==> src/rtl/mem_block_mover_if.sv <==
// Host request and byte-wide RAM port bundle for the block mover.
// master is the mover side; slave is the host/RAM side.
interface mem_block_mover_if #(
  parameter int unsigned LEN_W = 8
);
  localparam int unsigned ADDR_W = 16;
  localparam int unsigned DATA_W = 8;

  // Request side, latched by the mover on an accepted start.
  logic              start;
  logic              mode;
  logic [ADDR_W-1:0] src_addr;
  logic [ADDR_W-1:0] dst_addr;
  logic [LEN_W-1:0]  length;
  logic [DATA_W-1:0] fill_value;
  logic              busy;
  logic              done;

  // RAM side; mem_data_in is combinational from mem_address.
  logic [ADDR_W-1:0] mem_address;
  logic              mem_write_en;
  logic [DATA_W-1:0] mem_data_out;
  logic [DATA_W-1:0] mem_data_in;

  modport master (
    input  start, mode, src_addr, dst_addr, length, fill_value, mem_data_in,
    output mem_address, mem_write_en, mem_data_out, busy, done
  );

  modport slave (
    output start, mode, src_addr, dst_addr, length, fill_value, mem_data_in,
    input  mem_address, mem_write_en, mem_data_out, busy, done
  );
endinterface

==> src/rtl/mem_block_mover.sv <==
// Block copy / block fill initiator for the byte-wide RAM port.
// Copy alternates READ/WRITE per byte; fill issues back-to-back WRITEs.
module mem_block_mover #(
  parameter int unsigned LEN_W = 8
) (
  input  logic              clock,
  input  logic              reset,
  mem_block_mover_if.master bus
);
  localparam int unsigned ADDR_W = 16;
  localparam int unsigned DATA_W = 8;

  typedef enum logic [1:0] {
    IDLE  = 2'd0,
    READ  = 2'd1,
    WRITE = 2'd2,
    DONE  = 2'd3
  } state_e;

  state_e            state_q;
  logic [ADDR_W-1:0] src_ptr_q;
  logic [ADDR_W-1:0] dst_ptr_q;
  logic [LEN_W-1:0]  remaining_q;
  logic [DATA_W-1:0] data_q;
  logic              mode_q;

  logic [ADDR_W-1:0] mem_address_q;
  logic              mem_write_en_q;
  logic [DATA_W-1:0] mem_data_out_q;
  logic              busy_q;
  logic              done_q;

  assign bus.mem_address  = mem_address_q;
  assign bus.mem_write_en = mem_write_en_q;
  assign bus.mem_data_out = mem_data_out_q;
  assign bus.busy         = busy_q;
  assign bus.done         = done_q;

  // Outputs are loaded together with the state they belong to, so each
  // state's bus values appear during the cycle that state is held.
  always_ff @(posedge clock) begin
    if (reset) begin
      state_q        <= IDLE;
      src_ptr_q      <= '0;
      dst_ptr_q      <= '0;
      remaining_q    <= '0;
      data_q         <= '0;
      mode_q         <= 1'b0;
      mem_address_q  <= '0;
      mem_write_en_q <= 1'b0;
      mem_data_out_q <= '0;
      busy_q         <= 1'b0;
      done_q         <= 1'b0;
    end else begin
      mem_address_q  <= '0;
      mem_write_en_q <= 1'b0;
      mem_data_out_q <= '0;
      busy_q         <= 1'b0;
      done_q         <= 1'b0;

      unique case (state_q)
        IDLE: begin
          if (bus.start) begin
            mode_q      <= bus.mode;
            src_ptr_q   <= bus.src_addr;
            dst_ptr_q   <= bus.dst_addr;
            remaining_q <= bus.length;
            if (bus.length == '0) begin
              state_q <= DONE;
              done_q  <= 1'b1;
            end else if (!bus.mode) begin
              state_q       <= READ;
              mem_address_q <= bus.src_addr;
              busy_q        <= 1'b1;
            end else begin
              state_q        <= WRITE;
              data_q         <= bus.fill_value;
              mem_address_q  <= bus.dst_addr;
              mem_write_en_q <= 1'b1;
              mem_data_out_q <= bus.fill_value;
              busy_q         <= 1'b1;
            end
          end
        end

        READ: begin
          data_q         <= bus.mem_data_in;
          state_q        <= WRITE;
          mem_address_q  <= dst_ptr_q;
          mem_write_en_q <= 1'b1;
          mem_data_out_q <= bus.mem_data_in;
          busy_q         <= 1'b1;
        end

        WRITE: begin
          dst_ptr_q   <= dst_ptr_q + ADDR_W'(1);
          remaining_q <= remaining_q - LEN_W'(1);
          if (!mode_q) begin
            src_ptr_q <= src_ptr_q + ADDR_W'(1);
          end
          // Last byte: remaining reaches zero here and never wraps.
          if (remaining_q == LEN_W'(1)) begin
            state_q <= DONE;
            done_q  <= 1'b1;
          end else if (!mode_q) begin
            state_q       <= READ;
            mem_address_q <= src_ptr_q + ADDR_W'(1);
            busy_q        <= 1'b1;
          end else begin
            state_q        <= WRITE;
            mem_address_q  <= dst_ptr_q + ADDR_W'(1);
            mem_write_en_q <= 1'b1;
            mem_data_out_q <= data_q;
            busy_q         <= 1'b1;
          end
        end

        DONE: begin
          state_q <= IDLE;
        end

        default: begin
          state_q <= IDLE;
        end
      endcase
    end
  end
endmodule

==> src/flat_wrapper.sv <==
// flat-port wrapper written by rule: the top's interface ports become plain ports
module mem_block_mover_flat 
#(
  parameter int unsigned LEN_W = 8
)
  (clock, reset, bus_start, bus_mode, bus_src_addr, bus_dst_addr, bus_length, bus_fill_value, bus_mem_data_in, bus_mem_address, bus_mem_write_en, bus_mem_data_out, bus_busy, bus_done);
  mem_block_mover_if #(.LEN_W(LEN_W)) bus_i ();
  input  logic clock;
  input  logic reset;
  input wire logic [$bits(bus_i.start)-1:0] bus_start;
  input wire logic [$bits(bus_i.mode)-1:0] bus_mode;
  input wire logic [$bits(bus_i.src_addr)-1:0] bus_src_addr;
  input wire logic [$bits(bus_i.dst_addr)-1:0] bus_dst_addr;
  input wire logic [$bits(bus_i.length)-1:0] bus_length;
  input wire logic [$bits(bus_i.fill_value)-1:0] bus_fill_value;
  input wire logic [$bits(bus_i.mem_data_in)-1:0] bus_mem_data_in;
  output wire logic [$bits(bus_i.mem_address)-1:0] bus_mem_address;
  output wire logic [$bits(bus_i.mem_write_en)-1:0] bus_mem_write_en;
  output wire logic [$bits(bus_i.mem_data_out)-1:0] bus_mem_data_out;
  output wire logic [$bits(bus_i.busy)-1:0] bus_busy;
  output wire logic [$bits(bus_i.done)-1:0] bus_done;
  assign bus_i.start = bus_start;
  assign bus_i.mode = bus_mode;
  assign bus_i.src_addr = bus_src_addr;
  assign bus_i.dst_addr = bus_dst_addr;
  assign bus_i.length = bus_length;
  assign bus_i.fill_value = bus_fill_value;
  assign bus_i.mem_data_in = bus_mem_data_in;
  assign bus_mem_address = bus_i.mem_address;
  assign bus_mem_write_en = bus_i.mem_write_en;
  assign bus_mem_data_out = bus_i.mem_data_out;
  assign bus_busy = bus_i.busy;
  assign bus_done = bus_i.done;
  mem_block_mover #(.LEN_W(LEN_W)) u_core (.clock(clock), .reset(reset), .bus(bus_i));
endmodule
==> config.mk <==
export PLATFORM = sky130hd
export DESIGN_NAME = mem_block_mover_flat
export DESIGN_NICKNAME = d
export VERILOG_FILES = /design/src/rtl/mem_block_mover_if.sv /design/src/rtl/mem_block_mover.sv /design/src/flat_wrapper.sv
export SDC_FILE = /design/constraint.sdc
export NUM_CORES = 1
export LEC_CHECK = 0
export CORE_AREA = 5 5 114 89
export CTS_BUF_LIST = sky130_fd_sc_hd__clkbuf_16
export DETAILED_ROUTE_END_ITERATION = 16
export DIE_AREA = 0 0 119 94
export GPL_TIMING_DRIVEN = 1
export PLACE_DENSITY = 0.76
export SLEW_MARGIN = 5
export SYNTH_ARGS = -nofsm -noshare
export SYNTH_HDL_FRONTEND = slang
export SYNTH_SLANG_ARGS = --single-unit
==> constraint.sdc <==
create_clock -name clock -period 2 [get_ports clock]
set_clock_uncertainty 0.05 [all_clocks]
set_input_delay 0.5 -clock clock [delete_from_list [all_inputs] [get_ports clock]]
set_output_delay 0.5 -clock clock [all_outputs]
set_load 0.05 [all_outputs]
==> Yosys cells after proc, flatten, opt, wreduce, memory -nomap -nowiden <==
Cells that the tools add are included.
{ "op_classes": {"addsub": 3, "n_mul": 0, "div_mod_pow": 0, "order_cmp": 0, "n_eq_ne": 8, "shift": 0, "mux": 43, "bitwise_logic": 0, "n_reduce_logical": 8} }
{ "ops": {"columns": ["op", "count"], "rows": [
  ["$mux 16", 8],
  ["$mux 8", 9],
  ["$pmux 16 s2", 2],
  ["$pmux 16 s3", 1],
  ["$add 16x1->16 const B", 2],
  ["$pmux 8 s2", 2],
  ["$pmux 8 s3", 1],
  ["$mux 1", 11],
  ["$mux 2", 5],
  ["$eq 8x1->1 const B", 1],
  ["$logic_not 8->1", 1],
  ["$ne 2x2->1 const B", 4],
  ["$pmux 2 s4", 1],
  ["$sub 8x1->8 const B", 1],
  ["$pmux 1 s3", 2],
  ["$eq 2x2->1 const B", 2],
  ["$reduce_and 2->1", 2],
  ["$reduce_and 4->1", 1],
  ["$reduce_bool 2->1", 2],
  ["$reduce_and 3->1", 1],
  ["$eq 2x1->1 const B", 1],
  ["$logic_not 2->1", 1],
  ["$pmux 1 s2", 1]
]} }
{ "word_totals": {"ff_bits": 78, "latchBits": 0, "ram_bits": 0, "romBits": 0, "in_bits": 60, "memories": 0} }

==> Logic depth before layout (Yosys ltp) <==
Gate-level depths: netlist (run 1).
{ "logic_depth": {"word_depth": 4, "depth_mapped": 8, "mapped_depth_nobuf": 7} }

==> Worst setup path after synthesis (run 1) <==
OpenSTA, ideal clock, no wires.
{ "synth_path": {"path_kind": "in2reg", "start": "in bus_start", "end": "reg u_core.src_ptr_q[13]", "setup_ps": 128, "arrival_ps": 1659, "t_required_ps": 1822, "slack_ps": 164, "stages": 7, "path_buffers": 2, "cell_sequence": "buf_2 > nand2b_1 > a21oi_1 > clkbuf_1 > o21ai_0 > a22oi_1 > nor2_1"} }
{ "synth_between": {"elab_chain_len": 2} }
{ "synth_lines": {"columns": ["item", "line_no", "rtl"], "rows": [
  ["start, declared", "flat_wrapper.sv:10", "input wire logic [$bits(bus_i.start)-1:0] bus_start;"],
  ["$ne 2x2->1 (no line)", null, null],
  ["$reduce_and 3->1 (no line)", null, null],
  ["end signal, assigned", "mem_block_mover.sv:65", "src_ptr_q <= bus.src_addr;"],
  ["end signal, assigned", "mem_block_mover.sv:99", "src_ptr_q <= src_ptr_q + ADDR_W'(1);"],
  ["end, declared", "mem_block_mover.sv:21", "logic [ADDR_W-1:0] src_ptr_q;"]
]} }
No other way between the ends.
A chain may end at the register's enable or synchronous reset.

==> Final worst setup path (run 1) <==
{ "layout_path": {"start": "reg u_core.mem_data_out_q[5] (netlist: u_core.bus.mem_data_out[5])", "end": "out bus_mem_data_out[5]"} }
{ "layout_lines": {"columns": ["item", "line_no", "rtl"], "rows": [
  ["start, declared", "mem_block_mover.sv:29", "logic [DATA_W-1:0] mem_data_out_q;"],
  ["start signal, assigned", "mem_block_mover.sv:80", "mem_data_out_q <= bus.fill_value;"],
  ["start signal, assigned", "mem_block_mover.sv:91", "mem_data_out_q <= bus.mem_data_in;"],
  ["start signal, assigned", "mem_block_mover.sv:113", "mem_data_out_q <= data_q;"],
  ["end, declared", "flat_wrapper.sv:19", "output wire logic [$bits(bus_i.mem_data_out)-1:0] bus_mem_data_out;"]
]} }
No word-level cell between the ends.

==> impl_metrics.csv, run 1 <==
group,metric,value,unit
status,status,"complete, no violations",
die,row_count,30,
global_route,grt_max_degree,54,
clock_tree,clockBufferDepth,2,
worst_setup_path,slowest_delay,0.79,ns
worst_setup_path,r2r_slack,0.05,ns
die,die_area,0.0112,sq mm
die,die_h,94,um
timing,hold_viol,0,
cells_and_area,drive_gt1_share,23.3,%
timing,tightest_slew,0.507,ns
pwr,power_density,878,mW/mm^2
drt,routed_wl,16200,um
yosys,synthArstFlopShare,0,%
timing,setup_viol,0,
yosys,ys_seq_area_share,34.3,%
drt,ant_nets,0,
placed_design,portBuffers,86,
global_route,track_usage,28.2,%
yosys,syn_area_per_cell,8.03,sq um
yosys,netlist_area,0.00456,sq mm
yosys,synth_edf_count,0,
flow_run,maxCapViolCount,0,
drt,wl_per_cell,19.9,um
drt,drcViolationCount,0,
worst_setup_path,worstPathRequired,1.45,ns
worst_hold_path,whs_endpoint,"u_core.data_q[2]",
worst_hold_path,hp-class,"register to register",
clock_tree,clk_pin_slew_worst_paths,0.06,ns
cells_and_area,fin_util,72.1,%
timing,max_clock_freq,0.505,GHz
die,die_w,119,um
worst_setup_path,cp_slowest_cell,"clkdlybuf4s50_1",
global_route,grt_remaining_overflow,0,
worst_setup_path,path_buf_inv,1,
worst_hold_path,hold_depth,2,
timing,timing.final.crit_share,99.0,%
timing,tns,0,ns
yosys,synth_seq_cells,78,
drt,vias_per_cell,6.29,
worst_setup_path,r2r_cells,7,
pwr,ir_drop,0.471,mV
worst_setup_path,setup.worst_path.end_class,"output pin",
cells_and_area,diodes,0,
timing,maxSlewHeadroom,66.1,%
clock_tree,cts_num_sinks,78,
placed_design,hpwl,11600,um
yosys,syn_inst,567,
cells_and_area,area_delta_synth_final,40.2,%
yosys,synth_ff_type,"dfxtp_1",
drt,drt_pass1_iterations,5,
worst_setup_path,crit_family,"buffers and inverters",
drt,via_count,5106,
worst_setup_path,crit_path_max_fanout,1,
cells_and_area,fill_cells,688,
cells_and_area,final_cell_mix,"buf_4 (94), dfxtp_1 (78), nor2_1 (57), clkdlybuf4s50_1 (57), nand2_1 (53)",
worst_setup_path,cp-start-kind,"register",
placed_design,place_congestion,0.942,
yosys,yosysUniqueCellTypes,59,
pwr,leakagePower,2.55,nW
worst_setup_path,arrival,1.43,ns
yosys,synth_warnings,0,
die,ioPinCount,87,
worst_setup_path,worst-setup-path-type,"register to output pin",
worst_hold_path,hp-start,"u_core.data_q[2]",
clock_tree,clock-root-buffer,"clkbuf_16",
global_route,antenna_found_initial,0,
timing,finalMaxSlewViolations,0,
clock_tree,htreeDepth,3,
yosys,synth.net_count,631,
cells_and_area,multi_input_area,0.00284,sq mm
worst_setup_path,path_cells,"clkdlybuf4s50_1",
die,core_region_area,0.00886,sq mm
cells_and_area,final_common_cell,"buf_4",
global_route,grt_pass1_vias,4861,
cells_and_area,seq_area,0.00156,sq mm
clock_tree,cts-buffers-inserted,9,
die,start_util,51.4,%
cells_and_area,nets,759,
global_route,grt_pass1_wl,25100,um
clock_tree,worstSkewPairLatency,0.34,ns
clock_tree,tritoncts,"built",
worst_setup_path,r2r_start,"u_core.src_ptr_q[0]",
drt,drtIter0Drc,502,
worst_setup_path,r2r-end,"u_core.bus.mem_address[8]",
timing,min_period,1.98,ns
[worst reg2reg max path, cell delays in order (launching register included)]
cell     delay (ns)
dfxtp_1        0.47
ha_1           0.25
buf_4          0.17
nand2_1        0.12
nor3_2         0.27
xor2_1         0.29
mux2i_1        0.11
o22ai_1        0.14
[sequential cells by signal (all words and copies together) (netlist names)]
name and cells:
u_core.bus.mem_address 16, u_core.dst_ptr_q 16, u_core.src_ptr_q 16, u_core.bus.mem_data_out 8, u_core.data_q 8, u_core.remaining_q 8
u_core.state_q 2, u_core.bus.busy 1, u_core.bus.done 1, u_core.bus.mem_write_en 1, u_core.mode_q 1
[synth_stat cells (all sizes together) (5+ instances only)]
cell type | count | area share [%]
xnor2 | 9 | 1.7
a211oi | 15 | 2.5
a22oi | 30 | 5.1
a31oi | 5 | 0.69
nand3 | 18 | 2.0
nor2 | 59 | 5.0
xor2 | 15 | 2.9
nand2 | 53 | 4.4
o21ai | 30 | 3.3
nand4 | 8 | 1.2
a21oi | 46 | 5.1
nand2b | 5 | 0.69
nor4 | 14 | 2.9
mux2 | 16 | 4.0
dfxtp | 78 | 34
nor3 | 21 | 2.6
o22ai | 17 | 2.3
a21o | 5 | 0.82
a22o | 8 | 1.5
mux2i | 13 | 2.9
buf | 19 | 2.1
inv | 11 | 0.91
clkbuf | 26 | 2.2
[power by group]
group	switching [W]	internal (W)
combinational	0.000966	0.000748
sequential	0.000169	0.00173
clock	0.000651	0.00134
[worst max path at each step]
| stage | from | to | slack, ns | cells past startpoint |
|---|---|---|---|---|
| after floorplan | bus_start | u_core.src_ptr_q[13] | 0.16 | 7 |
| after detailed placement | bus_length[1] | u_core.data_q[0] | -0.73 | 8 |
| final | u_core.bus.mem_data_out[5] | bus_mem_data_out[5] | 0.02 | 1 |
| after CTS | u_core.bus.mem_data_out[7] | bus_mem_data_out[7] | 0.007 | 1 |
| after global routing | bus_length[2] | u_core.bus.mem_data_out[6] | -0.02 | 8 |
| after global placement | bus_length[0] | u_core.data_q[0] | -0.61 | 8 |
[cells by family (layout without fill, tap and decap cells)]
kind of cell / count (synthesis) / after routing / synth area share [%]
simple gates: 193 / 193 / 21.0
compound gates: 183 / 183 / 27.0
flops: 78 / 78 / 34.3
buf+inv: 56 / 189 / 5.22
mux: 29 / 29 / 6.81
xor+xnor: 24 / 24 / 4.61
fa+ha+maj: 4 / 4 / 1.10
[per-layer routing]
metal  vias up  wire length [um]  GRT usage [%]
li1       2355                 -              -
met1      2423              6950           37.3
met2       294              7280           43.3
met3        34              1640           9.15
met4         0               320           9.84
met5         -                 0              0
[area by class of cell]
cell class,count,share of cell area [%]
well taps,112,2.19
inverters,11,0.646
clock buffers,9,3.53
repair buffers,162,22.5
flip-flops and latches,78,24.4
clock inverters,7,2.15
multi-input cells,433,44.5
[metrics by stage]
stage	cells	setup WS, ns	instance area, sq um	hold WS, ns	total power (W)
final	812	0.0191	6390	0.410	0.00561
after CTS	811	0.00652	6310	0.402	0.00556
after global placement	795	-0.610	5920	0.388	0.00352
after detailed placement	795	-0.732	5920	0.394	0.00356
after floorplan	567	0.164	4560	0.382	0.00288
after global routing	812	-0.0170	6390	0.426	0.00582
[what timing repair did]
action | in CTS | in global routing
buffers inserted | 0 | 1
setup endpoints to repair | 23 | 34
cloned | 0 | 0
hold buffers | 0 | 0
resized for setup | 5 | 17
pin swaps | 2 | 4
Note: power is estimated with default switching activity, not from simulation.
==> inputs of run 2 (changes only) <==
CORE_AREA = 5 5 119 93   (was 5 5 114 89)
DIE_AREA = 0 0 124 98   (was 0 0 119 94)
PLACE_DENSITY = 0.73   (was 0.76)
clock period = 1.6 ns   (was 2 ns; I/O delays follow)
==> run 2 against run 1 <==
Against the previous run:
- the run now ends with negative setup slack left
- critical path depth rose by 5
- sequential share of layout area fell by 3.9 points
- highest routed layer unchanged
- critical endpoint is now u_core.bus.mem_address[15]
- non-clock buffer count rose by 82
- routed wire length rose by 21%
- flip-flop and latch count did not move
==> impl_metrics.csv, run 2 (synthesis gave the netlist of run 1 again) <==
group,metric,value,unit
cells_and_area,final_common_cell,"buf_4",
clock_tree,clk_pin_slew_worst_paths,0.07,ns
drt,via_count,5709,
placed_design,portBuffers,86,
pwr,leakagePower,3.14,nW
worst_setup_path,crit_family,"simple AND/OR/NAND/NOR gates",
drt,drtIter0Drc,610,
pwr,clkPwrFrac,27.4,%
worst_setup_path,setup.worst_path.end_class,"register",
timing,timing.final.crit_share,121,%
worst_setup_path,crit_start,"u_core.remaining_q[2]",
die,ioPinCount,87,
die,core_region_area,0.00989,sq mm
drt,ant_nets,0,
die,die_w,124,um
clock_tree,cts-buffers-inserted,9,
status,status,"finished with violations",
worst_setup_path,cp-start-kind,"register",
timing,grt_setup_unrepaired,"true",
worst_setup_path,worstPathRequired,1.78,ns
cells_and_area,area_delta_synth_final,71.6,%
clock_tree,cts_num_sinks,78,
placed_design,placed_area,0.00673,sq mm
status,violations,"negative setup slack",
drt,drcViolationCount,0,
worst_setup_path,slowest_delay,0.59,ns
worst_hold_path,hp-start,"u_core.data_q[2]",
worst_setup_path,cp_common_cell,"nor3_4",
drt,drt_pass1_iterations,5,
global_route,grt_pass1_wl,28000,um
cells_and_area,final_cell_mix,"buf_4 (136), nor2_1 (55), nand2_1 (49), clkdlybuf4s50_1 (48), dfxtp_1 (48)",
die,die_h,98,um
worst_setup_path,worst-setup-path-type,"register to register",
pwr,swShare,36.3,%
cells_and_area,nets,841,
global_route,track_usage,29.3,%
placed_design,hpwl,12900,um
timing,maxSlewHeadroom,63.5,%
drt,wl_per_cell,21.3,um
timing,setup_viol,42,
worst_setup_path,cp_slowest_cell,"or4_4",
worst_setup_path,crit_path_max_fanout,4,
die,row_count,32,
placed_design,numPlacedInstances,873,
global_route,antenna_found_initial,0,
cells_and_area,drive_gt1_share,42.8,%
global_route,grt_pass1_vias,5304,
clock_tree,clockBufferDepth,2,
timing,worst_slack,-0.343,ns
timing,finalMaxSlewViolations,0,
pwr,p_int,0.00469,W
die,start_util,46.1,%
clock_tree,tritoncts,"built",
pwr,power_switching,0.00267,W
drt,vias_per_cell,6.22,
cells_and_area,diodes,0,
cells_and_area,design_area,0.00782,sq mm
timing,max_clock_freq,0.515,GHz
die,die_area,0.0122,sq mm
worst_setup_path,r2r_start,"u_core.remaining_q[2]",
pwr,power_density,941,mW/mm^2
timing,tightest_slew,0.545,ns
pwr,p_comb_share,39.8,%
clock_tree,worstSkewPairLatency,0.35,ns
worst_setup_path,path_buf_inv,1,
flow_run,maxCapViolCount,0,
cells_and_area,fill_cells,643,
pwr,ir_drop,0.643,mV
worst_setup_path,path_cells,"or4_4, nor3_4, buf_4, nor3_4, a22oi_2, a31oi_1",
clock_tree,htreeDepth,3,
global_route,grt_remaining_overflow,0,
clock_tree,clock-root-buffer,"clkbuf_16",
global_route,grt_max_degree,31,
placed_design,place_congestion,0.964,
cells_and_area,final_cells,918,
timing,hold_viol,0,
worst_hold_path,hp-class,"register to register",
pwr,p_seq_share,32.7,%
worst_setup_path,arrival,2.12,ns
timing,min_period,1.94,ns
drt,routed_wl,19600,um
==> run 2: cell types whose count changed in the layout (fill, tap and decap cells not counted), moves of 5 or more <==
| cell | before | now |
|---|---|---|
| buf_12 | 5 | 33 |
| buf_4 | 94 | 136 |
| buf_6 | 0 | 12 |
| clkdlybuf4s50_1 | 57 | 48 |
| dfxtp_1 | 78 | 48 |
| dfxtp_2 | 0 | 26 |
| nand3_1 | 18 | 12 |
| nor4_4 | 2 | 8 |
| o21ai_0 | 27 | 17 |
| o21ai_1 | 3 | 8 |
| o21ai_2 | 0 | 5 |
==> run 2: per-stage QoR <==
stage	total power, W	hold slack (ns)	setup slack, ns	utilization, %	setup TNS (ns)
after detailed placement	0.00482	0.397	-0.955	68.1	-44.50
final	0.00736	0.406	-0.343	79.1	-7.69
after global placement	0.00476	0.388	-0.791	68.1	-40.29
after global routing	0.00760	0.446	-0.366	79.1	-9.50
after CTS	0.00693	0.409	-0.247	74.0	-4.31
after floorplan	0.00361	0.382	-0.140	-	-1.57
==> run 2: area by class of cell <==
cell class	instances	area [sq um]	share of cell area, %
clock buffers	9	225	2.88
clock inverters	7	56.3	0.720
inverters	11	41.3	0.528
multi-input cells	433	3250	41.5
flip-flops and latches	78	1610	20.6
well taps	136	170	2.18
repair buffers	244	2470	31.6
==> run 2: path summary, 6_finish.rpt <==
path,endpoint,slack [ns],cells past startpoint
setup / recovery,u_core.bus.mem_address[15],-0.34,6
hold / removal,u_core.data_q[2],0.41,2
setup reg to reg,u_core.bus.mem_address[15],-0.34,6
hold reg to reg,u_core.data_q[2],0.41,2
==> run 2: what timing repair did <==
item,in CTS,in global routing
cloned,0,3
endpoints found under the setup margin,74,71
buffers inserted,13,17
pin swaps,30,44
hold buffers,0,0
resized for setup,75,92
hold endpoints to repair,0,0
==> run 2: power groups by stage <==
| stage | combinational (W) | clock [W] | sequential (W) |
|---|---|---|---|
| 3_5_place_dp | 0.00244 | 0 | 0.00239 |
| 5_1_grt | 0.00308 | 0.00209 | 0.00243 |
| 6_report | 0.00293 | 0.00202 | 0.00241 |
| 3_3_place_gp | 0.00238 | 0 | 0.00238 |
| 2_1_floorplan | 0.00106 | 0 | 0.00255 |
| 4_1_cts | 0.00255 | 0.00201 | 0.00237 |
==> run 2: per-layer routing <==
metal	part of all wire [%]	track usage, %	vias to the layer above
met1	39	39.6	2729
met2	47	46.2	391
met4	2.6	9.43	0
met3	11	6.95	60
met5	0	0	-
li1	-	-	2529
==> run 2: worst register-to-register path, stage by stage, from the launching register on <==
cell and delay [ns]:
dfxtp_2 0.32, or4_4 0.59, nor3_4 0.29, buf_4 0.19
nor3_4 0.05, a22oi_2 0.21, a31oi_1 0.12
